### src/rtl/unidade_controle_if.sv
`default_nettype none
// ============================================================================
// Module  : unidade_controle_if
// Purpose : control/status bundle between the MindFocus FSM and its datapath
// Revision: 1.0
// ============================================================================
interface unidade_controle_if;
  // datapath status towards the FSM
  logic       iniciar;
  logic       jogada_feita;
  logic       botaoIgualMemoria;
  logic       rodadaIgualFinal;
  logic       indiceReady;
  logic       timeout_img;
  // FSM commands towards the datapath
  logic       zeraA;
  logic       zeraRod;
  logic       zeraR;
  logic       zeraM;
  logic       zeraI;
  logic       zeraContImg;
  logic       registraR;
  logic       registraM;
  logic       contaRod;
  logic       contaA;
  logic       contaI;
  logic       contaimg;
  logic       pronto;
  logic       timeout_jogada;
  logic [3:0] db_estado;

  modport master (
    input  iniciar, jogada_feita, botaoIgualMemoria, rodadaIgualFinal,
           indiceReady, timeout_img,
    output zeraA, zeraRod, zeraR, zeraM, zeraI, zeraContImg, registraR,
           registraM, contaRod, contaA, contaI, contaimg, pronto,
           timeout_jogada, db_estado
  );

  modport slave (
    output iniciar, jogada_feita, botaoIgualMemoria, rodadaIgualFinal,
           indiceReady, timeout_img,
    input  zeraA, zeraRod, zeraR, zeraM, zeraI, zeraContImg, registraR,
           registraM, contaRod, contaA, contaI, contaimg, pronto,
           timeout_jogada, db_estado
  );
endinterface
`default_nettype wire

### src/rtl/unidade_controle.sv
`default_nettype none
// ============================================================================
// Module  : unidade_controle
// Purpose : MindFocus round-loop FSM with an internal play-timeout timer
// Revision: 1.0
// ============================================================================
module unidade_controle #(
  parameter int T_JOGADA = 10000
) (
  input  wire logic          clock,
  input  wire logic          reset,
  unidade_controle_if.master bus
);

  localparam int            TW         = $clog2(T_JOGADA);
  localparam logic [TW-1:0] TIMER_LAST = TW'(T_JOGADA - 1);

  localparam logic [3:0] INICIAL         = 4'd0;
  localparam logic [3:0] PREPARACAO      = 4'd1;
  localparam logic [3:0] ESPERA_INDICE   = 4'd2;
  localparam logic [3:0] REGISTRA_INDICE = 4'd3;
  localparam logic [3:0] MOSTRA_IMAGEM   = 4'd4;
  localparam logic [3:0] INICIA_JOGADA   = 4'd5;
  localparam logic [3:0] ESPERA_JOGADA   = 4'd6;
  localparam logic [3:0] REGISTRA_JOGADA = 4'd7;
  localparam logic [3:0] COMPARA         = 4'd8;
  localparam logic [3:0] ESTOURO         = 4'd9;
  localparam logic [3:0] PROXIMA_RODADA  = 4'd10;
  localparam logic [3:0] VERIFICA_FIM    = 4'd11;
  localparam logic [3:0] FIM             = 4'd12;

  logic [3:0]    state_q, state_d;
  logic [TW-1:0] timer_q, timer_d;

  always_ff @(posedge clock or negedge reset) begin
    if (!reset) begin
      state_q <= INICIAL;
      timer_q <= '0;
    end else begin
      state_q <= state_d;
      timer_q <= timer_d;
    end
  end

  always_comb begin
    state_d = state_q;
    timer_d = timer_q;
    case (state_q)
      INICIAL:         if (bus.iniciar) state_d = PREPARACAO;
      PREPARACAO:      state_d = ESPERA_INDICE;
      ESPERA_INDICE:   if (bus.indiceReady) state_d = REGISTRA_INDICE;
      REGISTRA_INDICE: state_d = MOSTRA_IMAGEM;
      MOSTRA_IMAGEM:   if (bus.timeout_img) state_d = INICIA_JOGADA;
      INICIA_JOGADA: begin
        timer_d = '0;
        state_d = ESPERA_JOGADA;
      end
      ESPERA_JOGADA: begin
        // saturate so a play on the last timer cycle cannot wrap the count
        if (timer_q != TIMER_LAST) timer_d = timer_q + TW'(1);
        if (bus.jogada_feita)           state_d = REGISTRA_JOGADA;
        else if (timer_q == TIMER_LAST) state_d = ESTOURO;
      end
      REGISTRA_JOGADA: state_d = COMPARA;
      COMPARA:         state_d = PROXIMA_RODADA;
      ESTOURO:         state_d = PROXIMA_RODADA;
      PROXIMA_RODADA:  state_d = VERIFICA_FIM;
      VERIFICA_FIM:    state_d = bus.rodadaIgualFinal ? FIM : ESPERA_INDICE;
      FIM:             if (bus.iniciar) state_d = PREPARACAO;
      default:         state_d = INICIAL;
    endcase
  end

  always_comb begin
    bus.zeraA          = 1'b0;
    bus.zeraRod        = 1'b0;
    bus.zeraR          = 1'b0;
    bus.zeraM          = 1'b0;
    bus.zeraI          = 1'b0;
    bus.zeraContImg    = 1'b0;
    bus.registraR      = 1'b0;
    bus.registraM      = 1'b0;
    bus.contaRod       = 1'b0;
    bus.contaA         = 1'b0;
    bus.contaI         = 1'b0;
    bus.contaimg       = 1'b0;
    bus.pronto         = 1'b0;
    bus.timeout_jogada = 1'b0;
    case (state_q)
      PREPARACAO: begin
        bus.zeraA       = 1'b1;
        bus.zeraRod     = 1'b1;
        bus.zeraR       = 1'b1;
        bus.zeraM       = 1'b1;
        bus.zeraI       = 1'b1;
        bus.zeraContImg = 1'b1;
      end
      REGISTRA_INDICE: begin
        bus.registraM   = 1'b1;
        bus.zeraContImg = 1'b1;
      end
      MOSTRA_IMAGEM:   bus.contaimg = 1'b1;
      INICIA_JOGADA: begin
        bus.zeraI = 1'b1;
        bus.zeraR = 1'b1;
      end
      ESPERA_JOGADA:   bus.contaI         = 1'b1;
      REGISTRA_JOGADA: bus.registraR      = 1'b1;
      COMPARA:         bus.contaA         = bus.botaoIgualMemoria;
      ESTOURO:         bus.timeout_jogada = 1'b1;
      PROXIMA_RODADA:  bus.contaRod       = 1'b1;
      FIM:             bus.pronto         = 1'b1;
      default: ;
    endcase
  end

  assign bus.db_estado = state_q;

endmodule
`default_nettype wire

### src/flat_wrapper.sv
// flat-port wrapper written by rule: the top's interface ports become plain ports
module unidade_controle_flat 
#(
  parameter int T_JOGADA = 10000
)
  (clock, reset, bus_iniciar, bus_jogada_feita, bus_botaoIgualMemoria, bus_rodadaIgualFinal, bus_indiceReady, bus_timeout_img, bus_zeraA, bus_zeraRod, bus_zeraR, bus_zeraM, bus_zeraI, bus_zeraContImg, bus_registraR, bus_registraM, bus_contaRod, bus_contaA, bus_contaI, bus_contaimg, bus_pronto, bus_timeout_jogada, bus_db_estado);
  unidade_controle_if bus_i ();
  input  wire logic clock;
  input  wire logic reset;
  input wire logic [$bits(bus_i.iniciar)-1:0] bus_iniciar;
  input wire logic [$bits(bus_i.jogada_feita)-1:0] bus_jogada_feita;
  input wire logic [$bits(bus_i.botaoIgualMemoria)-1:0] bus_botaoIgualMemoria;
  input wire logic [$bits(bus_i.rodadaIgualFinal)-1:0] bus_rodadaIgualFinal;
  input wire logic [$bits(bus_i.indiceReady)-1:0] bus_indiceReady;
  input wire logic [$bits(bus_i.timeout_img)-1:0] bus_timeout_img;
  output wire logic [$bits(bus_i.zeraA)-1:0] bus_zeraA;
  output wire logic [$bits(bus_i.zeraRod)-1:0] bus_zeraRod;
  output wire logic [$bits(bus_i.zeraR)-1:0] bus_zeraR;
  output wire logic [$bits(bus_i.zeraM)-1:0] bus_zeraM;
  output wire logic [$bits(bus_i.zeraI)-1:0] bus_zeraI;
  output wire logic [$bits(bus_i.zeraContImg)-1:0] bus_zeraContImg;
  output wire logic [$bits(bus_i.registraR)-1:0] bus_registraR;
  output wire logic [$bits(bus_i.registraM)-1:0] bus_registraM;
  output wire logic [$bits(bus_i.contaRod)-1:0] bus_contaRod;
  output wire logic [$bits(bus_i.contaA)-1:0] bus_contaA;
  output wire logic [$bits(bus_i.contaI)-1:0] bus_contaI;
  output wire logic [$bits(bus_i.contaimg)-1:0] bus_contaimg;
  output wire logic [$bits(bus_i.pronto)-1:0] bus_pronto;
  output wire logic [$bits(bus_i.timeout_jogada)-1:0] bus_timeout_jogada;
  output wire logic [$bits(bus_i.db_estado)-1:0] bus_db_estado;
  assign bus_i.iniciar = bus_iniciar;
  assign bus_i.jogada_feita = bus_jogada_feita;
  assign bus_i.botaoIgualMemoria = bus_botaoIgualMemoria;
  assign bus_i.rodadaIgualFinal = bus_rodadaIgualFinal;
  assign bus_i.indiceReady = bus_indiceReady;
  assign bus_i.timeout_img = bus_timeout_img;
  assign bus_zeraA = bus_i.zeraA;
  assign bus_zeraRod = bus_i.zeraRod;
  assign bus_zeraR = bus_i.zeraR;
  assign bus_zeraM = bus_i.zeraM;
  assign bus_zeraI = bus_i.zeraI;
  assign bus_zeraContImg = bus_i.zeraContImg;
  assign bus_registraR = bus_i.registraR;
  assign bus_registraM = bus_i.registraM;
  assign bus_contaRod = bus_i.contaRod;
  assign bus_contaA = bus_i.contaA;
  assign bus_contaI = bus_i.contaI;
  assign bus_contaimg = bus_i.contaimg;
  assign bus_pronto = bus_i.pronto;
  assign bus_timeout_jogada = bus_i.timeout_jogada;
  assign bus_db_estado = bus_i.db_estado;
  unidade_controle #(.T_JOGADA(T_JOGADA)) u_core (.clock(clock), .reset(reset), .bus(bus_i));
endmodule
### config.mk
export PLATFORM = sky130hd
export DESIGN_NAME = unidade_controle_flat
export DESIGN_NICKNAME = d
export VERILOG_FILES = /design/src/rtl/unidade_controle_if.sv /design/src/rtl/unidade_controle.sv /design/src/flat_wrapper.sv
export SDC_FILE = /design/constraint.sdc
export NUM_CORES = 1
export LEC_CHECK = 0
export CORE_MARGIN = 2
export CORE_UTILIZATION = 30
export CTS_BUF_LIST = sky130_fd_sc_hd__clkbuf_16
export CTS_CLUSTER_DIAMETER = 100
export DETAILED_ROUTE_END_ITERATION = 7
export HOLD_SLACK_MARGIN = 0.15
export SETUP_SLACK_MARGIN = 0.15
export SLEW_MARGIN = 20
export SYNTH_ARGS = -nofsm -noshare
export SYNTH_HDL_FRONTEND = slang
export SYNTH_SLANG_ARGS = --single-unit
### constraint.sdc
create_clock -name clock -period 5.4 [get_ports clock]
set_clock_uncertainty 0.1 [all_clocks]
set_input_delay 0.54 -clock clock [delete_from_list [all_inputs] [get_ports clock]]
set_output_delay 0.54 -clock clock [all_outputs]
set_load 0.1 [all_outputs]
==> impl_metrics.py, run 1 <==
metrics = {
    "status": {
        "status": "completed",
    },
    "power": {
        "p_clk_share_pct": 14.6,
        "p_per_area_mw_per_mm2": 647.0,
        "switchingPower_mw": 0.5650,
        "pwr-share-comb_pct": 61.9,
        "power_mw": 0.9803,
        "p_leak_nw": 0.5598,
        "seq_power_share_pct": 23.5,
        "intPower_mw": 0.4153,
        "ir_worst_vdd_mv": 0.2108,
        "swShare_pct": 57.63,
    },
    "final_layout": {
        "multi_input_area_um2": 654.4,
        "nFillCells": 378,
        "drive_gt1_share_pct": 12.33,
        "diodes": 0,
        "layout_common_cells": "clkdlybuf4s50_1, dfrtp_1, nand2_1, o31ai_1, a21oi_1",
        "final_common_cell": "clkdlybuf4s50_1",
        "seqCellArea_um2": 450.4,
        "nNetsFinal": 157,
        "fin_area_mm2": 0.001515,
        "area_delta_synth_final_pct": 24.97,
        "fin_util_pct": 38.43,
        "instances_no_fill": 196,
    },
    "critical_path": {
        "worst-setup-path-type": "flip-flop to output port",
        "cp.arrival_ns": 2.66,
        "r2r-end": "u_core.timer_q[5]$_DFFE_PN0P_",
        "crit_family": "buffers and inverters",
        "reg2reg_depth": 5,
        "crit_required_ns": 4.76,
        "end_kind": "output port",
        "cp_max_fo": 17,
        "path_buf_inv": 1,
        "startpoint_type": "flip-flop",
        "crit_path_max_incr_delay_ns": 1.20,
        "cp_cell_sequence": "nand2b_1, nor3_1, clkdlybuf4s50_1",
        "rrSetupSlack_ns": 2.96,
        "slowest_stage": "clkdlybuf4s50_1",
        "rr_startpoint": "u_core.bus.db_estado[1]$_DFFE_PN0P_",
    },
    "floorplan": {
        "row_count": 23,
        "io_pins": 26,
        "core_mm2": 0.003943,
        "fp.dieW_um": 67.57,
        "die_area_mm2": 0.004566,
        "die_h_um": 67.57,
        "start_util_pct": 30.75,
    },
    "synth": {
        "synth_cell_type_count": 41,
        "synthFlopType": "dfrtp_1",
        "syn_area_mm2": 0.001212,
        "synthTopCellsByArea": "dfrtp_1, o31ai_1, a21oi_1, buf_4, nand3_1",
        "yosysTopAreaCell": "dfrtp_1",
        "ys_async_sr_fraction_pct": 100.0,
        "synthCells": 128,
        "ys_warn_count": 0,
        "synth_nets": 137,
        "syn_area_per_cell_um2": 9.472,
        "synth_edf_count": 0,
        "ys_seq_area_share_pct": 37.15,
        "synth_seq_cells": 18,
        "synth_top_area_share_pct": 37.15,
    },
    "route": {
        "drc": 0,
        "first_iter_violations": 93,
        "wirelength_mm": 2.945,
        "vias_per_cell": 5.566,
        "final_antenna_net_count": 0,
        "wire_per_inst_um": 15.03,
        "dr.pass1.iters": 4,
        "via_count": 1091,
    },
    "clock_tree": {
        "cts_root_buf": "clkbuf_16",
        "cts.path.max_buffers": 2,
        "ctsHtreeMaxLevel": 1,
        "post-cts-setup-buffers": 0,
        "insertion_delay_ns": 0.25,
        "cts_buffers": 3,
        "path_clk_slew_ns": 0.05,
        "cts_resized": 0,
        "hold_buffers": 0,
        "cts_num_sinks": 18,
        "cts_tree": "done",
    },
    "flow_run": {
        "max_cap_violations": 0,
    },
    "place": {
        "place_ws_ns": 2.348,
        "portBuffers": 25,
        "dp.cells": 193,
        "routabilityCongestion": 0.7933,
        "dp_hpwl_mm": 2.032,
        "place_area_mm2": 0.001440,
    },
    "sta": {
        "drv_slew": 0,
        "tns_ns": 0,
        "max_freq_mhz": 303.3,
        "timing.hold.ws_ns": 0.3952,
        "maxSlewHeadroom_pct": 35.03,
        "finalSetupViolCount": 0,
        "period_minus_slack_ns": 3.297,
        "layout_setup_ws_ns": 2.103,
        "finalCritPeriodShare_pct": 61.06,
        "hold_viol_final": 0,
        "rsz0062_at_grt": "no",
        "tightest_slew_ns": 0.9715,
    },
    "global_routing": {
        "grt_pass1_vias": 960,
        "grt_usage_pct": 14.11,
        "antenna_found_initial": 0,
        "grt_start_max_net_pins": 19,
        "grt_pass1_wl_mm": 4.795,
        "overflow": 0,
    },
    "worst_hold_path": {
        "min_to": "u_core.timer_q[13]$_DFFE_PN0P_",
        "worstHoldPathType": "flip-flop to flip-flop",
        "hp-start": "u_core.timer_q[13]$_DFFE_PN0P_",
        "hold_depth": 1,
    },
}
==> kinds of logic (layout without fill, tap and decap cells) <==
group | after synthesis | count (layout) | synth area share (%)
AOI/OAI and AO/OA | 36 | 36 | 22.29
xor gates and xnor gates | 3 | 3 | 2.168
adders and majority gates | 1 | 1 | 1.032
buffers and inverters | 15 | 33 | 8.875
DFF | 18 | 18 | 37.15
muxes | 3 | 3 | 2.683
and+or+nand+nor | 52 | 52 | 25.80
==> layout make-up <==
cell class                 count  share of cell area [%]
clock buffer                   3                   4.955
timing repair buffer          26                   17.01
multi-input combinational     95                   43.19
sequential                    18                   29.73
tap                           50                   4.129
inverter                       4                  0.9909
==> sequential cells by signal (all words and copies together), names as in the netlist <==
name and cells:
u_core.timer_q 14, u_core.bus.db_estado 4
==> worst max path at each step <==
stage	end	startpoint	slack, ns	cells after the start
after detailed placement	bus_contaA	bus_botaoIgualMemoria	2.35	3
after global routing	bus_zeraRod	u_core.bus.db_estado[1]$_DFFE_PN0P_	1.94	3
after CTS	bus_zeraM	u_core.bus.db_estado[1]$_DFFE_PN0P_	2.10	3
after floorplan	bus_contaA	u_core.bus.db_estado[3]$_DFFE_PN0P_	0.25	4
after global placement	bus_contaA	bus_botaoIgualMemoria	2.38	3
final	bus_zeraM	u_core.bus.db_estado[1]$_DFFE_PN0P_	2.10	3
==> power by group through the flow <==
stage / Sequential (mW) / Combinational, mW / Clock (mW)
2_1_floorplan: 0.283 / 0.456 / 0
3_3_place_gp: 0.226 / 0.600 / 0
3_5_place_dp: 0.231 / 0.608 / 0
4_1_cts: 0.229 / 0.610 / 0.147
5_1_grt: 0.239 / 0.640 / 0.154
6_report: 0.230 / 0.607 / 0.143
==> synth_stat cells, drive strengths merged, types with 2 or more instances <==
cell type / n
nand3: 7
inv: 4
a21oi: 8
mux2: 2
o31ai: 8
clkbuf: 3
or4b: 2
or4: 4
nor3b: 2
buf: 8
nand2b: 2
a211oi: 2
or3: 2
and3: 2
nand2: 9
nand4: 4
o211ai: 4
nor3: 6
o21ai: 6
xor2: 2
and4: 2
o21a: 2
dfrtp: 18
nor2: 6
==> layer usage <==
metal / up-vias / share of wire [%] / GRT usage [%]
met3: 2 / 6.1 / 4.333
met1: 526 / 47 / 18.85
met4: 0 / 0.61 / 3.061
met5: - / 0 / 0
li1: 526 / - / -
met2: 37 / 46 / 22.30
No activity file was read; power rests on OpenSTA's default activity.
==> run 2: changes to the inputs <==
Clock period 5.4 ns to 3.29 ns, I/O delays scaled along.
==> run 2 against run 1 <==
Core utilization up 0.095 points; via count up 1.2%; global-route usage up 0.24 points; non-clock buffer count unchanged; wire length up 1.5%; critical path depth up 2; cell area up 0.25%; first-iteration DRC count down 32%; sequential share of layout area down 0.074 points.
==> impl_metrics.py, run 2 (same netlist as run 1, synthesis figures left out) <==
metrics = {
    "worst_hold_path": {
        "hold_depth": 1,
        "min_to": "u_core.timer_q[13]$_DFFE_PN0P_",
        "hp-start": "u_core.timer_q[13]$_DFFE_PN0P_",
        "worstHoldPathType": "flip-flop to flip-flop",
    },
    "floorplan": {
        "start_util_pct": 30.75,
        "core_mm2": 0.003943,
        "fp.dieW_um": 67.57,
        "die_area_mm2": 0.004566,
        "row_count": 23,
        "die_h_um": 67.57,
        "io_pins": 26,
    },
    "place": {
        "place_area_mm2": 0.001440,
        "dp_hpwl_mm": 2.174,
        "portBuffers": 25,
        "routabilityCongestion": 0.7180,
    },
    "critical_path": {
        "crit_family": "simple AND/OR/NAND/NOR gates",
        "end_kind": "flip-flop",
        "slowest_stage": "dfrtp_1",
        "crit_path_max_incr_delay_ns": 0.69,
        "rrSetupSlack_ns": 0.88,
        "worst-setup-path-type": "flip-flop to flip-flop",
        "startpoint_type": "flip-flop",
        "cp.arrival_ns": 2.49,
        "path_buf_inv": 1,
        "cp_max_fo": 17,
        "r2r-end": "u_core.timer_q[8]$_DFFE_PN0P_",
        "rr_startpoint": "u_core.bus.db_estado[1]$_DFFE_PN0P_",
        "cp_cell_sequence": "and4bb_2, o41ai_4, buf_4, or4_2, a21oi_1",
        "crit_required_ns": 3.37,
        "reg2reg_depth": 5,
    },
    "clock_tree": {
        "ctsHtreeMaxLevel": 1,
        "cts_num_sinks": 18,
        "hold_buffers": 0,
        "cts_tree": "done",
        "cts_buffers": 3,
        "cts_root_buf": "clkbuf_16",
        "cts_resized": 0,
        "path_clk_slew_ns": 0.05,
        "post-cts-setup-buffers": 0,
        "cts.path.max_buffers": 2,
        "insertion_delay_ns": 0.25,
    },
    "route": {
        "vias_per_cell": 5.604,
        "dr.pass1.iters": 4,
        "drc": 0,
        "first_iter_violations": 63,
        "final_antenna_net_count": 0,
        "via_count": 1104,
        "wirelength_mm": 2.990,
        "wire_per_inst_um": 15.18,
    },
    "flow_run": {
        "max_cap_violations": 0,
    },
    "global_routing": {
        "antenna_found_initial": 0,
        "overflow": 0,
        "grt_pass1_vias": 1078,
        "grt_start_max_net_pins": 19,
        "grt_usage_pct": 14.35,
        "grt_pass1_wl_mm": 4.940,
    },
    "sta": {
        "rsz0062_at_grt": "no",
        "period_minus_slack_ns": 2.415,
        "maxSlewHeadroom_pct": 45.14,
        "tightest_slew_ns": 0.8203,
        "max_freq_mhz": 414.1,
        "finalCritPeriodShare_pct": 73.40,
        "drv_slew": 0,
        "timing.hold.ws_ns": 0.4090,
        "finalSetupViolCount": 0,
        "hold_viol_final": 0,
    },
    "final_layout": {
        "largest_register": "u_core.timer_q",
        "multi_input_area_um2": 699.4,
        "nNetsFinal": 157,
        "area_delta_synth_final_pct": 25.28,
        "drive_gt1_share_pct": 29.93,
        "final_common_cell": "buf_4",
        "largest_register_ffs": 14,
        "layout_common_cells": "buf_4, dfrtp_1, nand2_1, o31ai_1, a21oi_1",
        "nFillCells": 369,
        "seqCellArea_um2": 450.4,
        "fin_util_pct": 38.53,
        "fin_area_mm2": 0.001519,
        "diodes": 0,
    },
    "status": {
        "status": "completed",
    },
}
==> run 2: worst register-to-register path, cell delays in order (launching register included) <==
cell and delay [ns]:
dfrtp_1 0.69, and4bb_2 0.41, o41ai_4 0.16, buf_4 0.22
or4_2 0.61, a21oi_1 0.16
==> run 2: cell type report <==
type | instances | area share [%]
tap | 50 | 4.119
multi-input combinational | 95 | 46.05
sequential | 18 | 29.65
clock buffer | 3 | 4.942
clock inverter | 1 | 0.2471
inverter | 4 | 0.9885
timing repair buffer | 26 | 14.00
==> run 2: worst max-delay path by stage <==
stage | startpoint | end | slack, ns | depth (start not counted)
6_report | u_core.bus.db_estado[1]$_DFFE_PN0P_ | u_core.timer_q[8]$_DFFE_PN0P_ | 0.88 | 5
5_1_grt | u_core.timer_q[7]$_DFFE_PN0P_ | u_core.bus.db_estado[2]$_DFFE_PN0P_ | 0.72 | 4
4_1_cts | u_core.bus.db_estado[2]$_DFFE_PN0P_ | u_core.timer_q[8]$_DFFE_PN0P_ | 0.88 | 5
3_5_place_dp | u_core.timer_q[7]$_DFFE_PN0P_ | u_core.bus.db_estado[2]$_DFFE_PN0P_ | 0.88 | 4
3_3_place_gp | u_core.bus.db_estado[1]$_DFFE_PN0P_ | u_core.timer_q[8]$_DFFE_PN0P_ | 0.91 | 5
2_1_floorplan | u_core.bus.db_estado[3]$_DFFE_PN0P_ | bus_contaA | -0.30 | 4
==> run 2: stage by stage <==
stage | setup WS, ns | instances | setup TNS [ns]
finish | 0.8750 | 197 | 0
global route | 0.7194 | 197 | 0
CTS | 0.8754 | 197 | 0
detailed placement | 0.8780 | 193 | 0
global placement | 0.9123 | 193 | 0
floorplan | -0.2954 | 128 | -0.5165
==> run 2: metal layers <==
layer / track usage (%) / wire length, µm
met2: 22.67 / 1347
met5: 0 / 0
met1: 17.96 / 1347
met3: 1.833 / 210
met4: 10.20 / 85
Power of run 2 is left out: the tool's default activity adds up to more than one toggle a clock period on the data nets, which glitch-free logic cannot reach.
